**src/rtl/pulse_stretcher.sv**
```systemverilog
// pulse_stretcher
//   Turns single-cycle event strobes into level bursts. Each accepted event
//   gives HIGH_CYCLES cycles of out=1, then at least GAP_CYCLES cycles of
//   out=0. Events that arrive during a burst or a gap are counted in a
//   saturating pending counter and replayed in order.
//
// Ports
//   clk       in   1       system clock, posedge
//   rst       in   1       asynchronous reset, active low
//   in        in   1       event strobe, one event per cycle sampled high
//   out       out  1       stretched level, registered
//   busy      out  1       high whenever a burst or gap is in progress
//   pending   out  PEND_W  queued events not yet started
//   overflow  out  1       one-cycle pulse when an event was dropped
module pulse_stretcher #(
    parameter int HIGH_CYCLES = 4,
    parameter int GAP_CYCLES  = 2,
    parameter int PEND_W      = 3
) (
    input  logic              clk,
    input  logic              rst,
    input  logic              in,
    output logic              out,
    output logic              busy,
    output logic [PEND_W-1:0] pending,
    output logic              overflow
);

    localparam int TMAX = (HIGH_CYCLES > GAP_CYCLES) ? HIGH_CYCLES : GAP_CYCLES;
    localparam int TW   = $clog2(TMAX + 1);

    typedef enum logic [1:0] {
        S_IDLE = 2'd0,
        S_HIGH = 2'd1,
        S_GAP  = 2'd2
    } state_t;

    state_t            r_state;
    logic [TW-1:0]     r_timer;
    logic [PEND_W-1:0] r_pend;
    logic              r_out;
    logic              r_busy;
    logic              r_ovf;

    logic w_tmo;
    logic w_gap_exp;
    logic w_pend_nz;
    logic w_full;
    logic w_direct;
    logic w_inc;
    logic w_dec;

    assign w_tmo     = (r_timer == '0);
    assign w_gap_exp = (r_state == S_GAP) && w_tmo;
    assign w_pend_nz = (r_pend != '0);
    assign w_full    = &r_pend;
    // The queue has priority at gap expiry; the live strobe only starts a
    // burst directly when nothing is waiting ahead of it.
    assign w_dec     = w_gap_exp && w_pend_nz;
    assign w_direct  = in && ((r_state == S_IDLE) || (w_gap_exp && !w_pend_nz));
    assign w_inc     = in && !w_direct;

    always_ff @(posedge clk or negedge rst) begin
        if (!rst) begin
            r_state <= S_IDLE;
            r_timer <= '0;
            r_pend  <= '0;
            r_out   <= 1'b0;
            r_busy  <= 1'b0;
            r_ovf   <= 1'b0;
        end else begin
            // Queue bookkeeping. A simultaneous inc and dec leaves the count
            // unchanged, so a full queue only drops when nothing is leaving.
            r_ovf <= 1'b0;
            if (w_inc && !w_dec && w_full) begin
                r_ovf <= 1'b1;
            end else begin
                r_pend <= r_pend + PEND_W'(w_inc) - PEND_W'(w_dec);
            end

            case (r_state)
                S_IDLE: begin
                    if (in) begin
                        r_state <= S_HIGH;
                        r_timer <= TW'(HIGH_CYCLES - 1);
                        r_out   <= 1'b1;
                        r_busy  <= 1'b1;
                    end
                end
                S_HIGH: begin
                    if (w_tmo) begin
                        r_state <= S_GAP;
                        r_timer <= TW'(GAP_CYCLES - 1);
                        r_out   <= 1'b0;
                    end else begin
                        r_timer <= r_timer - 1'b1;
                    end
                end
                S_GAP: begin
                    if (!w_tmo) begin
                        r_timer <= r_timer - 1'b1;
                    end else if (w_pend_nz || in) begin
                        r_state <= S_HIGH;
                        r_timer <= TW'(HIGH_CYCLES - 1);
                        r_out   <= 1'b1;
                    end else begin
                        r_state <= S_IDLE;
                        r_busy  <= 1'b0;
                    end
                end
                default: begin
                    r_state <= S_IDLE;
                    r_timer <= '0;
                    r_out   <= 1'b0;
                    r_busy  <= 1'b0;
                end
            endcase
        end
    end

    assign out      = r_out;
    assign busy     = r_busy;
    assign pending  = r_pend;
    assign overflow = r_ovf;

endmodule

```
**config.mk**
```make
export PLATFORM = sky130hd
export DESIGN_NAME = pulse_stretcher
export DESIGN_NICKNAME = d
export VERILOG_FILES = /design/src/rtl/pulse_stretcher.sv
export SDC_FILE = /design/constraint.sdc
export NUM_CORES = 1
export LEC_CHECK = 0
export CAP_MARGIN = 20
export CORE_AREA = 3 3 40 42
export CTS_BUF_LIST = sky130_fd_sc_hd__clkbuf_8
export DETAILED_ROUTE_END_ITERATION = 7
export DIE_AREA = 0 0 43 45
export PLACE_DENSITY_LB_ADDON = 0.12
export SLEW_MARGIN = 5
export SYNTH_ARGS = -nofsm -noshare
export SYNTH_HDL_FRONTEND = slang
export SYNTH_SLANG_ARGS = --single-unit
```
**constraint.sdc**
```tcl
create_clock -name clk -period 3.2 [get_ports clk]
set_clock_uncertainty 0.15 [all_clocks]
set_input_delay 0.64 -clock clk [delete_from_list [all_inputs] [get_ports clk]]
set_output_delay 0.64 -clock clk [all_outputs]
set_load 0.1 [all_outputs]
```
==> results.cfg <==
[status]
status = finished clean

[clock_network]
htreeDepth = 1
cts.sinks = 11
ctsResizeCount = 0
post_cts_buffers = 0
clkTransAtPathRegs_ns = 0.05
numCtsBuffers = 3
cts_buffer_depth = 2
clock_latency_ns = 0.24
postCtsHoldBufs = 0
root_buffer = clkbuf_8
cts_tree = yes

[cells_and_area]
antenna_cells = 0
drive_gt1_frac = 0.234
multi_input_area_um2 = 382
final_cell_mix = dfrtp_1, buf_4, inv_1
post-route-util = 0.632
final-seq-area_um2 = 275
nNetsFinal = 85
fillers = 105
final_common_cell = dfrtp_1
areaGrowthSynthToFinish_pct = 16.7

[logic_synthesis]
syn_nets = 74
seq_area_frac_synth = 0.396
avgSynthCellArea_um2 = 10.4
ys_warn_count = 0
syn_area_um2 = 696
async_flop_share = 1.00
synth_seq_cells = 11
ys_types = 36
synth-edff-count = 0
synth_flop_cell = dfrtp_1
netlist_instances = 67

[worst_setup_path]
path_buf_inv = 2
crit_slowest_cell = or3_4
cp-start-kind = flip-flop
worstPathRequired_ns = 3.17
arrival_ns = 2.73
cp-end-kind = flip-flop
cp_max_fo = 6
cp_top_family = adder cells
path_class = reg -> reg
cp_slowest_stage_delay_ns = 0.47
path_cells = or3_4, o21ai_2, a21bo_1, ha_1, inv_1, ha_1, inv_1, fa_1, xor2_1, xnor2_1, nand2_1

[die]
io_pins = 9
start_util = 0.541
dieArea_um2 = 1940
rows = 13
core_um2 = 1280
dieWidth_um = 43
die_h_um = 45

[routing]
drc_errors = 0
antenna_left = 0
routedWlPerCell_um = 15.5
first_pass_iters = 4
drt_iter0_markers = 11
routed_via_density = 5.77
vias = 531
drt_wl_total_mm = 1.43

[grt]
grt_overflow = 0
grt_pass1_wl_mm = 2.37
grt_max_degree = 15
grt_usage = 0.176
antenna_found_initial = 0
grt_pass1_vias = 513

[flow_run]
cap_violations = 0

[sta]
setup_viol = 0
maxSlewViolCount = 0
max_freq_ghz = 0.362
period_share = 0.862
timing.hold.ws_ns = 0.439
hold_viol = 0
fin_setup_tns_ns = 0
maxSlewHeadroom = 0.669
grt_setup_unrepaired = no
tightest_slew_ns = 0.495
final.min_clock_period_ns = 2.76

[placed_design]
place.detailed.hpwl_um = 993
port_buffers = 8
gp_congestion = 0.806

[hold_path]
hold_path_class = reg -> reg
final cells by class:
cell class	count	area share
Tap cell	15	0.0231
Inverter	5	0.0231
Clock inverter	1	0.00462
Clock buffer	3	0.0508
Sequential cell	11	0.339
Multi-Input combinational cell	48	0.470
Timing Repair Buffer	9	0.0894
layer usage:
layer	wire, µm	share of wire	vias up	GRT usage
met2	671	0.47	12	0.243
met5	0	0	-	0
met1	662	0.46	259	0.233
li1	-	-	256	-
met3	62	0.043	4	0.0398
met4	33	0.023	0	0.151
synth_stat cells, drive strengths merged, types with 2 or more instances:
master | number | area (µm²)
dfrtp | 11 | 275
a21oi | 5 | 25.0
inv | 5 | 18.8
o21ai | 5 | 32.5
nor2 | 4 | 15.0
buf | 3 | 20.0
ha | 3 | 37.5
nand2 | 3 | 11.3
nor2b | 2 | 12.5
o211ai | 2 | 15.0
o311ai | 2 | 42.6
or3 | 2 | 22.5
xor2 | 2 | 17.5
registers in the layout, indices dropped and copies added, names as in the netlist:
| name | cells |
|---|---|
| pending | 3 |
| r_timer | 3 |
| r_state | 2 |
| busy | 1 |
| out | 1 |
| overflow | 1 |
worst reg2reg max path: stages (launching register included):
cell     delay, ns
dfrtp_1       0.46
or3_4         0.47
o21ai_2       0.21
a21bo_1       0.15
ha_1          0.22
inv_1         0.05
ha_1          0.13
inv_1         0.05
fa_1          0.38
xor2_1        0.17
xnor2_1       0.14
nand2_1       0.06
final timing paths:
path	startpoint	end	slack [ns]	depth (start not counted)
max	pending[1]	pending[2]	0.44	11
min	r_timer[2]	r_timer[2]	0.44	1
max reg2reg	pending[1]	pending[2]	0.44	11
min reg2reg	r_timer[2]	r_timer[2]	0.44	1
max in group asynchronous	rst	out	1.98	1
min in group asynchronous	rst	pending[1]	0.59	1
per-stage QoR:
stage / setup slack [ns] / instances / cell area, µm²
floorplan: 0.102 / 67 / 696
global placement: 0.378 / 88 / 767
detailed placement: 0.344 / 88 / 767
CTS: 0.451 / 92 / 812
global route: 0.326 / 92 / 812
finish: 0.441 / 92 / 812
cell families after synthesis:
| logic type | after synthesis | synth area share |
|---|---|---|
| AND/OR/NAND/NOR | 20 | 0.178 |
| flip-flops | 11 | 0.396 |
| adder cells (fa/ha/maj) | 5 | 0.0971 |
| buffers and inverters | 8 | 0.0557 |
| XOR/XNOR | 3 | 0.0378 |
| AO/OA/AOI/OAI | 20 | 0.236 |
Power is not shown: default switching activity piles up to over one toggle a cycle in this logic, so the estimate is an artifact.
